[src/rtl/sd_seq_check_if.sv]
// Srdy/drdy handshake bundle between a producer (master) and the sequence checker (slave).
interface sd_seq_check_if #(
    parameter int unsigned width = 8
) ();
    logic             c_srdy;
    logic             c_drdy;
    logic [width-1:0] c_data;

    modport master (output c_srdy, output c_data, input c_drdy);
    modport slave  (input c_srdy, input c_data, output c_drdy);
endinterface

[src/rtl/sd_seq_check.sv]
// Consumer-side srdy/drdy checker: accepts a programmed word count under a drdy pattern and
// checks each word against {tag_val, expected_count}, keeping error statistics.
module sd_seq_check #(
    parameter int unsigned        width    = 8,
    parameter int unsigned        tag_sz   = 1,
    parameter logic [tag_sz-1:0]  tag_val  = '0,
    parameter int unsigned        pat_dep  = 8,
    parameter logic [pat_dep-1:0] drdy_pat = '1
) (
    input  logic             clk,
    input  logic             reset,
    sd_seq_check_if.slave    c_if,
    input  logic             start,
    input  logic [31:0]      amount,
    output logic             busy,
    output logic             done,
    output logic             err,
    output logic [15:0]      err_count,
    output logic [31:0]      rx_count,
    output logic [width-1:0] bad_data
);
    localparam int unsigned count_sz = width - tag_sz;
    localparam int unsigned ptr_w    = (pat_dep > 1) ? $clog2(pat_dep) : 1;

    typedef enum logic [1:0] {StIdle, StRun, StDone} state_e;

    state_e              state_q, state_d;
    logic [31:0]         rem_q, rem_d;
    logic [ptr_w-1:0]    ptr_q, ptr_d;
    logic [count_sz-1:0] exp_q, exp_d;
    logic                err_q, err_d;
    logic [15:0]         err_count_q, err_count_d;
    logic [31:0]         rx_count_q, rx_count_d;
    logic [width-1:0]    bad_data_q, bad_data_d;
    logic                drdy;

    always_comb begin
        state_d     = state_q;
        rem_d       = rem_q;
        ptr_d       = ptr_q;
        exp_d       = exp_q;
        err_d       = err_q;
        err_count_d = err_count_q;
        rx_count_d  = rx_count_q;
        bad_data_d  = bad_data_q;
        drdy        = 1'b0;
        unique case (state_q)
            StIdle: begin
                if (start) begin
                    err_d       = 1'b0;
                    err_count_d = '0;
                    rx_count_d  = '0;
                    bad_data_d  = '0;
                    if (amount != 32'd0) begin
                        rem_d   = amount;
                        ptr_d   = '0;
                        state_d = StRun;
                    end else begin
                        state_d = StDone;
                    end
                end
            end
            StRun: begin
                // drdy depends only on registered state, never on c_srdy
                drdy  = drdy_pat[ptr_q];
                ptr_d = (ptr_q == ptr_w'(pat_dep - 1)) ? '0 : ptr_q + ptr_w'(1);
                if (c_if.c_srdy && drdy) begin
                    rx_count_d = rx_count_q + 32'd1;
                    rem_d      = rem_q - 32'd1;
                    if (c_if.c_data == {tag_val, exp_q}) begin
                        exp_d = exp_q + count_sz'(1);
                    end else begin
                        err_d = 1'b1;
                        if (err_count_q != 16'hFFFF) err_count_d = err_count_q + 16'd1;
                        if (!err_q) bad_data_d = c_if.c_data;
                        // Resync so a single dropped/duplicated word costs one error
                        exp_d = c_if.c_data[count_sz-1:0] + count_sz'(1);
                    end
                    if (rem_q == 32'd1) state_d = StDone;
                end
            end
            StDone: state_d = StIdle;
            default: state_d = StIdle;
        endcase
    end

    always_ff @(posedge clk) begin
        if (reset) begin
            state_q     <= StIdle;
            rem_q       <= '0;
            ptr_q       <= '0;
            exp_q       <= '0;
            err_q       <= 1'b0;
            err_count_q <= '0;
            rx_count_q  <= '0;
            bad_data_q  <= '0;
        end else begin
            state_q     <= state_d;
            rem_q       <= rem_d;
            ptr_q       <= ptr_d;
            exp_q       <= exp_d;
            err_q       <= err_d;
            err_count_q <= err_count_d;
            rx_count_q  <= rx_count_d;
            bad_data_q  <= bad_data_d;
        end
    end

    assign c_if.c_drdy = drdy;
    assign busy        = (state_q == StRun);
    assign done        = (state_q == StDone);
    assign err         = err_q;
    assign err_count   = err_count_q;
    assign rx_count    = rx_count_q;
    assign bad_data    = bad_data_q;
endmodule

[src/flat_wrapper.sv]
// flat-port wrapper written by rule: the top's interface ports become plain ports
module sd_seq_check_flat 
#(
    parameter int unsigned        width    = 8,
    parameter int unsigned        tag_sz   = 1,
    parameter logic [tag_sz-1:0]  tag_val  = '0,
    parameter int unsigned        pat_dep  = 8,
    parameter logic [pat_dep-1:0] drdy_pat = '1
)
  (clk, reset, start, amount, busy, done, err, err_count, rx_count, bad_data, c_if_c_srdy, c_if_c_data, c_if_c_drdy);
  sd_seq_check_if #(.width(width)) c_if_i ();
  input  logic clk;
  input  logic reset;
  input  logic start;
  input  logic [31:0] amount;
  output logic busy;
  output logic done;
  output logic err;
  output logic [15:0] err_count;
  output logic [31:0] rx_count;
  output logic [width-1:0] bad_data;
  input wire logic [$bits(c_if_i.c_srdy)-1:0] c_if_c_srdy;
  input wire logic [$bits(c_if_i.c_data)-1:0] c_if_c_data;
  output wire logic [$bits(c_if_i.c_drdy)-1:0] c_if_c_drdy;
  assign c_if_i.c_srdy = c_if_c_srdy;
  assign c_if_i.c_data = c_if_c_data;
  assign c_if_c_drdy = c_if_i.c_drdy;
  sd_seq_check #(.width(width), .tag_sz(tag_sz), .tag_val(tag_val), .pat_dep(pat_dep), .drdy_pat(drdy_pat)) u_core (.clk(clk), .reset(reset), .c_if(c_if_i), .start(start), .amount(amount), .busy(busy), .done(done), .err(err), .err_count(err_count), .rx_count(rx_count), .bad_data(bad_data));
endmodule
[config.mk]
export PLATFORM = sky130hd
export DESIGN_NAME = sd_seq_check_flat
export DESIGN_NICKNAME = d
export VERILOG_FILES = /design/src/rtl/sd_seq_check_if.sv /design/src/rtl/sd_seq_check.sv /design/src/flat_wrapper.sv
export SDC_FILE = /design/constraint.sdc
export NUM_CORES = 1
export LEC_CHECK = 0
export BUFFER_PORTS_ARGS = -buffer_cell sky130_fd_sc_hd__buf_4
export CAP_MARGIN = 20
export CELL_PAD_IN_SITES_DETAIL_PLACEMENT = 0
export CELL_PAD_IN_SITES_GLOBAL_PLACEMENT = 1
export CORE_UTILIZATION = 40
export DETAILED_ROUTE_END_ITERATION = 7
export PLACE_DENSITY_LB_ADDON = 0.1
export REMOVE_ABC_BUFFERS = 1
export SLEW_MARGIN = 0
export SYNTH_ARGS = -nofsm -noshare
export SYNTH_HDL_FRONTEND = slang
export SYNTH_SLANG_ARGS = --single-unit
[constraint.sdc]
create_clock -name clk -period 3.51 [get_ports clk]
set_input_delay 0.351 -clock clk [delete_from_list [all_inputs] [get_ports clk]]
set_output_delay 0.351 -clock clk [all_outputs]
set_load 0.05 [all_outputs]
==> metrics.yaml, run 1 <==
status:
  status: "complete, no violations"
drt:
  firstDrtPassIters: 5
  viasPerCell: 5.40
  postRouteAntennaNets: 0
  num_vias: 4972
  drc: 0
  drt-initial-drc-count: 306
  wire_per_inst_um: 14.6
  wl_mm: 13.4
place:
  placed_cell_area_um2: 6010
  dp.cells: 906
  place_congestion: 0.806
  post-dp-hpwl_mm: 9.32
  port-buffer-count: 103
  post-place-ws_ps: 674
floorplan:
  die_x_um: 115
  dieArea_um2: 13300
  io_pins: 104
  rows: 40
  die_height_um: 115
  start_util: 0.418
  coreArea_um2: 12300
clock_tree:
  clkTransAtPathRegs_ps: 60
  postCtsSetupBuffers: 0
  cts_htree_levels: 3
  cts_made_buffers: 9
  root_buffer: "clkbuf_16"
  clock_path_buffers: 2
  clock-sinks: 98
  cts_tree: "built"
  insertion_delay_ps: 350
  cts-resized-gates: 0
  ctsHoldBuffers: 0
power_and_ir_drop:
  p_sw_mw: 0.909
  p_leak_nw: 2.37
  ir_drop_mv: 0.278
  clkPwrFrac: 0.323
  seqPwrFrac: 0.443
  intPower_mw: 1.90
  power_switching_share: 0.324
  power_per_cell_area_nw_per_um2: 448
  combPwrFrac: 0.234
  finalPower_mw: 2.81
run:
  max_cap_violations: 0
cells_and_area:
  drive_above_1_share: 0.178
  diodes: 0
  final_util: 0.511
  stdcell_count: 920
  design_area_um2: 6270
  nFillCells: 1249
  finish.net_count: 798
  area_delta_synth_final_pct: 22.3
logic_synthesis:
  ys_seq_area_frac: 0.383
  syn_avg_cell_area_um2: 7.64
  synth_cell_types: 53
  netlist_area_um2: 5130
  synth-seq-cells: 98
  netlist_instances: 671
  yosys_warnings: 0
  synth_edf_count: 0
  async_flop_share: 0
  ys.flop_type: "dfxtp_1"
timing:
  fin_crit_sh: 0.815
  slew_viol_final: 0
  setup_viol_count_final: 0
  fin_tns_setup_ps: 0
  rsz0062_at_grt: "no"
  fin_crit_ps: 2860
  hold_viol_final: 0
  slew_headroom: 0.411
  final.setup.worst_slack_ps: 651
  fin_worst_skew_ps: 5.64
  holdWs_ps: 220
  tightestPinTransition_ps: 881
  clock.fmax_mhz: 350
grt:
  antenna_found_initial: 0
  grt_pass1_wl_mm: 21.9
  grt_overflow: 0
  first_global_vias: 4549
  grtUsageTotal: 0.209
  grt_max_degree: 63
setup_path:
  worst_setup_path_end_kind: "flop"
  start_kind: "flop"
  required_ps: 3720
  crit_fanout: 8
  path_class: "reg -> reg"
  crit_arrival_ps: 3070
hold_path:
  min-delay-path-class: "in -> reg"
worst paths after layout:
path | start | to | slack (ps) | depth (start not counted)
max | u_core.rem_q[11] | u_core.rem_q[31] | 650 | 6
min | c_if_c_data[0] | u_core.exp_q[0] | 220 | 2
min reg2reg | u_core.bad_data[5] | u_core.bad_data[5] | 450 | 2
max reg2reg | u_core.rem_q[11] | u_core.rem_q[31] | 650 | 6
layout by cell type (no fill, tap or decap), types with 13 or more instances in the layout:
cell type  netlist  layout
o21ai_0         36      35
nand3_1         34      34
a21oi_1         56      55
nor2_1          88      88
nor4_1          17      17
dfxtp_1         98      98
nor3_1          20      20
xnor2_1         24      24
and3_1          13      13
buf_4            1     110
nand2_1         76      76
xor2_1          27      27
nand4_1         16      16
Yosys cell counts, types with 2 or more instances:
master / instances / area share
dfxtp_1: 98 / 0.38
xnor2_1: 24 / 0.041
or3_1: 12 / 0.015
xor2_1: 27 / 0.046
and4_1: 3 / 0.0051
a22o_1: 3 / 0.0051
o31a_1: 2 / 0.0034
nor3_1: 20 / 0.020
and2_1: 6 / 0.0073
nor2b_1: 2 / 0.0024
o21ai_1: 2 / 0.0020
nand3_1: 34 / 0.033
or4_1: 9 / 0.013
a31oi_1: 6 / 0.0073
nor2_1: 88 / 0.064
a21o_1: 3 / 0.0044
nand4_1: 16 / 0.020
inv_1: 12 / 0.0088
nor4_1: 17 / 0.021
o41ai_1: 2 / 0.0034
nand2b_1: 9 / 0.011
mux2i_1: 4 / 0.0078
clkbuf_1: 36 / 0.026
nand2_1: 76 / 0.056
a21oi_1: 56 / 0.055
o21ai_0: 36 / 0.035
o311ai_0: 2 / 0.0034
o32ai_1: 3 / 0.0051
nor3b_1: 3 / 0.0044
ha_1: 5 / 0.012
or2_2: 2 / 0.0024
buf_1: 3 / 0.0022
o31ai_1: 6 / 0.0088
a221oi_1: 2 / 0.0034
and3_1: 13 / 0.016
buf_2: 3 / 0.0029
a211oi_1: 10 / 0.015
area by class of cell:
cell class              instances  area, um^2  share of cell area
repair buffers                110         826               0.132
inverters                      13        48.8             0.00778
multi-input cells             517        2960               0.472
clock inverters                 3        17.5             0.00279
clock buffers                  11         243              0.0387
flip-flops and latches         98        1960               0.313
well taps                     168         210              0.0335
worst max-delay path, cell delays in order (launching register included):
cell and delay (ps):
dfxtp_1 350, or4_4 570, or4b_1 710, or4_1 610, o31a_1 290, o21ai_1 120
a21oi_1 70
power groups by stage:
stage,logic (mW),registers (mW),clock network [mW]
global placement,0.648,1.26,0
CTS,0.659,1.24,0.933
global route,0.734,1.25,0.980
detailed placement,0.656,1.27,0
floorplan,0.415,1.28,0
finish,0.657,1.24,0.908
state kept, by name (all words and copies together), names as in the netlist:
name              cells
u_core.rem_q         32
u_core.rx_count      32
u_core.err_count     16
u_core.bad_data       8
u_core.exp_q          7
u_core.state_q        2
u_core.err            1
logic make-up (layout without fill, tap and decap cells):
family          count (synthesis)  count (layout)  share of synthesized area
fa+ha+maj                       5               5                     0.0122
buf+inv                        56             137                     0.0425
xor+xnor                       51              51                     0.0871
flops                          98              98                      0.383
mux                             4               4                    0.00781
compound gates                143             143                      0.169
simple gates                  314             314                      0.299
layer usage:
layer | global-route usage | share of wire | vias up | wire length, um
li1 | - | - | 2535 | -
met1 | 0.260 | 0.46 | 2317 | 6160
met2 | 0.354 | 0.48 | 100 | 6430
met3 | 0.0543 | 0.042 | 20 | 562
met4 | 0.0658 | 0.018 | 0 | 240
met5 | 0 | 0 | - | 0
Note: power is estimated with default switching activity, not from simulation.
==> run 2: changes to the inputs <==
==> constraint.sdc (replaced) <==
create_clock -name clk -period 2.8 [get_ports clk]
set_input_delay 0.28 -clock clk [delete_from_list [all_inputs] [get_ports clk]]
set_output_delay 0.28 -clock clk [all_outputs]
set_load 0.05 [all_outputs]
==> run 2 against run 1 <==
Count of clock-buffer cells in the layout is the same. Largest power group unchanged. Sequential share of layout area is 0.52 points lower. Worst hold slack worse by 54 ps. Maximum frequency increased by 6.5%.
==> metrics.yaml, run 2 (same netlist as run 1, synthesis figures left out) <==
place:
  placed_cell_area_um2: 6060  # +0.87%
  place_congestion: 0.791  # -1.8%
  port-buffer-count: 103  # unchanged
  post-place-ws_ps: 149  # -525 ps
  post-dp-hpwl_mm: 9.49  # +1.8%
power_and_ir_drop:
  power_per_cell_area_nw_per_um2: 581  # +30%
  p_leak_nw: 2.44  # +2.8%
  ir_drop_mv: 0.272  # -2.3%
grt:
  grt_overflow: 0  # unchanged
  grt_max_degree: 63  # unchanged
  antenna_found_initial: 0  # unchanged
  first_global_vias: 4516  # -0.73%
  grtUsageTotal: 0.209  # -0.000272
  grt_pass1_wl_mm: 22.0  # +0.66%
timing:
  clock.fmax_mhz: 372  # +6.5%
  fin_crit_ps: 2690  # -173 ps
  final.setup.worst_slack_ps: 114  # -537 ps
  fin_crit_sh: 0.959  # +0.145
  setup_viol_count_final: 0  # unchanged
  hold_viol_final: 0  # unchanged
  rsz0062_at_grt: "no"
  fin_worst_skew_ps: 7.99  # +2.35 ps
  slew_headroom: 0.506  # +0.0948
  slew_viol_final: 0  # unchanged
  holdWs_ps: 166  # -53.7 ps
  tightestPinTransition_ps: 741  # -140 ps
clock_tree:
  insertion_delay_ps: 350  # about the same
  cts_made_buffers: 9  # unchanged
  cts_tree: "built"
  root_buffer: "clkbuf_16"
  cts-resized-gates: 0  # unchanged
  clock_path_buffers: 2  # unchanged
  clock-sinks: 98  # unchanged
  cts_htree_levels: 3  # unchanged
  ctsHoldBuffers: 0  # unchanged
  postCtsSetupBuffers: 0  # unchanged
  clkTransAtPathRegs_ps: 70  # about the same
setup_path:
  crit_fanout: 6  # -2
  required_ps: 3020  # -700 ps
  r2r-end: "u_core.rem_q[31]"
  crit_arrival_ps: 2910  # -160 ps
  rrSetupSlack_ps: 110  # -540 ps
  start_kind: "flop"
  r2r-start: "u_core.rem_q[11]"
  worst_setup_path_end_kind: "flop"
  reg2regPathDepth: 6  # unchanged
  path_class: "reg -> reg"
floorplan:
  die_x_um: 115  # unchanged
  io_pins: 104  # unchanged
  die_height_um: 115  # unchanged
  dieArea_um2: 13300  # unchanged
  coreArea_um2: 12300  # unchanged
  rows: 40  # unchanged
  start_util: 0.418  # unchanged
cells_and_area:
  drive_above_1_share: 0.190  # +0.0121
  final_common_cell: "buf_4"
  finish.net_count: 806  # +1.0%
  area_delta_synth_final_pct: 24.3
  diodes: 0  # unchanged
  layout_common_cells: "buf_4 (118), dfxtp_1 (98), nor2_1 (88)"
  final_util: 0.520  # +0.00867
  design_area_um2: 6370  # +1.7%
hold_path:
  hold_depth: 2  # unchanged
  hold_end: "u_core.exp_q[0]"
  worstHoldStart: "c_if_c_data[0]"
  min-delay-path-class: "in -> reg"
drt:
  wl_mm: 13.5  # +0.53%
  firstDrtPassIters: 4  # -1
  num_vias: 4969  # -0.060%
  drt-initial-drc-count: 321  # +4.9%
  postRouteAntennaNets: 0  # unchanged
  viasPerCell: 5.34  # -1.1%
  drc: 0  # unchanged
  wire_per_inst_um: 14.5  # -0.55%
status:
  status: "complete, no violations"
run:
  max_cap_violations: 0  # unchanged
run 2: cell types whose count changed in the layout (fill, tap and decap cells not counted), sizes merged:
cell and delta:
buf +8, bufinv +1, clkinv +1, clkinvlp -1, inv +1
run 2: area by class of cell:
cell class	count	area, um^2
Fill cell	1216	5890
Multi-Input combinational cell	517	2950
Sequential cell	98	1960
Timing Repair Buffer	118	886
Clock buffer	11	253
Tap cell	168	210
Clock inverter	5	61.3
Inverter	13	48.8
run 2: worst max path at each step:
stage | endpoint | from
2_1_floorplan | u_core.err_count[1] | u_core.state_q[1]
3_3_place_gp | u_core.rem_q[31] | u_core.rem_q[11]
3_5_place_dp | u_core.rem_q[31] | u_core.rem_q[11]
4_1_cts | u_core.rem_q[31] | u_core.rem_q[11]
5_1_grt | u_core.rem_q[31] | u_core.rem_q[11]
6_report | u_core.rem_q[31] | u_core.rem_q[11]
run 2: critical path, stage by stage (launching register included):
cell and delay, ps:
dfxtp_1 350, or4_4 570, or4b_1 580, or4_1 580, o31a_1 290, o21ai_1 120, a21oi_1 80
run 2: report_power, final:
group          total (mW)  leakage [nW]  internal (mW)  switching (mW)
combinational       0.849          1.48          0.312           0.537
clock                1.30         0.156          0.747           0.553
sequential           1.55         0.797           1.47          0.0804
run 2: per-layer routing:
metal,wire length (um),vias to the layer above,track usage
li1,-,2540,-
met1,6350,2309,0.277
met2,6300,102,0.339
met3,564,18,0.0306
met4,242,0,0.0900
met5,0,-,0
run 2: stage by stage:
stage	setup TNS (ps)	total power, mW	instances
after floorplan	-87660	2.13	628
after global placement	0	2.42	914
after detailed placement	0	2.43	914
after CTS	0	3.74	930
after global routing	0	3.90	930
final	0	3.70	930
==> run 3: changes to the inputs <==
--- a/config.mk
+++ b/config.mk
@@ -9,7 +9,7 @@
 export CAP_MARGIN = 20
 export CELL_PAD_IN_SITES_DETAIL_PLACEMENT = 0
 export CELL_PAD_IN_SITES_GLOBAL_PLACEMENT = 1
-export CORE_UTILIZATION = 40
+export CORE_UTILIZATION = 35
 export DETAILED_ROUTE_END_ITERATION = 7
 export PLACE_DENSITY_LB_ADDON = 0.1
 export REMOVE_ABC_BUFFERS = 1
==> run 3 against run 2 <==
Die area grew 14%. Cell count grew 1.6%. Clock power shrank 5%. Non-clock buffer count grew 3. Register-to-register slack is essentially flat. Via count grew 2.7%. Worst hold slack lost 11 ps. Count of clock-buffer cells in the layout shrank 1. Core utilization shrank 6.5 points. Critical path depth grew 1. Critical path type unchanged. Critical endpoint is now u_core.rem_q[30]. Largest power group unchanged. Highest routed layer unchanged.
==> metrics.yaml, run 3 (same netlist as run 1, synthesis figures left out) <==
status:
  status: "complete, no violations"
timing:
  fin_tns_setup_ps: 0  # unchanged
  tightestPinTransition_ps: 932  # +191 ps
  fin_crit_ps: 2690  # +0.0560 ps
  setup_viol_count_final: 0  # unchanged
  slew_viol_final: 0  # unchanged
  slew_headroom: 0.377  # -0.129
  hold_viol_final: 0  # unchanged
  fin_worst_skew_ps: 7.64  # -0.352 ps
  clock.fmax_mhz: 372  # about the same
  fin_crit_sh: 0.959  # about the same
  holdWs_ps: 155  # -11.1 ps
clock_tree:
  cts_tree: "built"
  clock_path_buffers: 2  # unchanged
  cts_htree_levels: 3  # unchanged
  clock-sinks: 98  # unchanged
  cts_made_buffers: 9  # unchanged
  root_buffer: "clkbuf_16"
  insertion_delay_ps: 350  # about the same
  clkTransAtPathRegs_ps: 70  # about the same
grt:
  antenna_found_initial: 0  # unchanged
  grt_max_degree: 63  # unchanged
  grt_pass1_wl_mm: 23.4  # +6.3%
  use_met3: 0.0475  # +0.0169
  first_global_vias: 4744  # +5.0%
  grtUsageMet2: 0.332  # -0.00719
  grt_overflow: 0  # unchanged
  grtUsageTotal: 0.196  # -0.0127
  use_met1: 0.247  # -0.0295
  busiest_layer: "met2"
power_and_ir_drop:
  ir_drop_mv: 0.299  # +9.9%
  p_sw_mw: 1.19  # +1.5%
  seqPwrFrac: 0.424  # +0.004
  finalPower_mw: 3.66  # -1.0%
  intPower_mw: 2.48  # -2.2%
  power_per_cell_area_nw_per_um2: 572  # -1.6%
  clkPwrFrac: 0.339  # -0.012
  p_leak_nw: 2.45  # +0.36%
  power_switching_share: 0.324  # +0.00794
  combPwrFrac: 0.236  # +0.007
place:
  placed_cell_area_um2: 6080  # +0.37%
  port-buffer-count: 103  # unchanged
  post-dp-hpwl_mm: 10.1  # +6.0%
  place_congestion: 0.795  # +0.49%
drt:
  drc: 0  # unchanged
  drt-initial-drc-count: 339  # +5.6%
  postRouteAntennaNets: 0  # unchanged
  viasPerCell: 5.40  # +1.1%
  num_vias: 5104  # +2.7%
  wire_per_inst_um: 15.3  # +5.4%
  wl_mm: 14.4  # +7.1%
  firstDrtPassIters: 4  # unchanged
cells_and_area:
  drive_above_1_share: 0.196  # +0.00579
  nFillCells: 1439  # +18%
  diodes: 0  # unchanged
  layout_common_cells: "buf_4 (121), dfxtp_1 (98), nor2_1 (88)"
  area_delta_synth_final_pct: 25.0
  finish.net_count: 809  # +0.37%
  final_util: 0.455  # -0.0653
  design_area_um2: 6410  # +0.53%
  final_common_cell: "buf_4"
setup_path:
  slowest_stage: "or4b_2"
  required_ps: 3090  # +70 ps
  crit_fanout: 8  # +2
  cp_cell_sequence: "or4_1, or4b_2, nor3_4, buf_4, a32o_1, nand2_1, a21oi_1"
  worst_setup_path_end_kind: "flop"
  crit_arrival_ps: 2970  # +60 ps
  crit_family: "simple AND/OR/NAND/NOR gates"
  cpPeakStageDelay_ps: 740  # +160 ps
  path_class: "reg -> reg"
  reg2regPathDepth: 7  # +1
  crit_cells: 7  # +1
  crit_buf_inv: 1  # +1
  start_kind: "flop"
floorplan:
  coreArea_um2: 14100  # +15%
  start_util: 0.364  # -0.0544
  die_x_um: 123  # +6.8%
  die_height_um: 123  # +6.8%
  dieArea_um2: 15100  # +14%
  rows: 43  # +7.5%
  io_pins: 104  # unchanged
hold_path:
  min-delay-path-class: "in -> reg"
  hold_depth: 2  # unchanged
run:
  max_cap_violations: 0  # unchanged
## run 3: cell types whose count changed in the layout (fill, tap and decap cells not counted), sizes merged
cell,change
buf,+3
clkbuf,-1
clkinv,+1
clkinvlp,+1
inv,-1
## run 3: worst register-to-register path, delay by kind of cell (launching register included)
kind | cells | cell delay (ps)
and+or+nand+nor | 4 | 1750
DFF | 1 | 370
AOI/OAI and AO/OA | 2 | 320
buffers and inverters | 1 | 180
## run 3: power groups by stage
stage          clock [mW]  combinational [mW]  sequential [mW]
3_5_place_dp            0               0.855             1.58
4_1_cts              1.29               0.859             1.55
2_1_floorplan           0               0.520             1.61
6_report             1.24               0.866             1.56
3_3_place_gp            0               0.849             1.58
5_1_grt              1.34               0.958             1.57
## run 3: stage by stage
stage	std cells	setup slack (ps)
6_report	945	114
5_1_grt	945	-3.83
4_1_cts	942	98.7
3_5_place_dp	926	113
3_3_place_gp	926	195
2_1_floorplan	628	-2080
## run 3: layout make-up
type,count,area [um^2],area share
Clock buffer,10,229,0.0357
Sequential cell,98,1960,0.306
Inverter,13,48.8,0.00761
Timing Repair Buffer,121,908,0.142
Tap cell,180,225,0.0351
Multi-Input combinational cell,517,2980,0.465
Clock inverter,6,57.6,0.00898
## run 3: final timing paths
kind                                         start                  to  slack, ps
worst min-delay path                c_if_c_data[0]     u_core.exp_q[0]        160
worst max register to register    u_core.rem_q[16]    u_core.rem_q[30]        110
worst min register to register  u_core.bad_data[3]  u_core.bad_data[3]        450
worst max-delay path              u_core.rem_q[16]    u_core.rem_q[30]        110
## run 3: repair_timing
action / in CTS / in global routing
gates resized for setup: 0 / 3
buffers inserted: 0 / 3
hold buffers: 0 / 0
setup endpoints to repair: 0 / 4
## run 3: routing by layer
metal	vias up	share of wire	wire, um
met5	-	0	0
met2	112	0.48	6880
met3	12	0.047	673
met1	2429	0.46	6690
li1	2551	-	-
met4	0	0.012	172
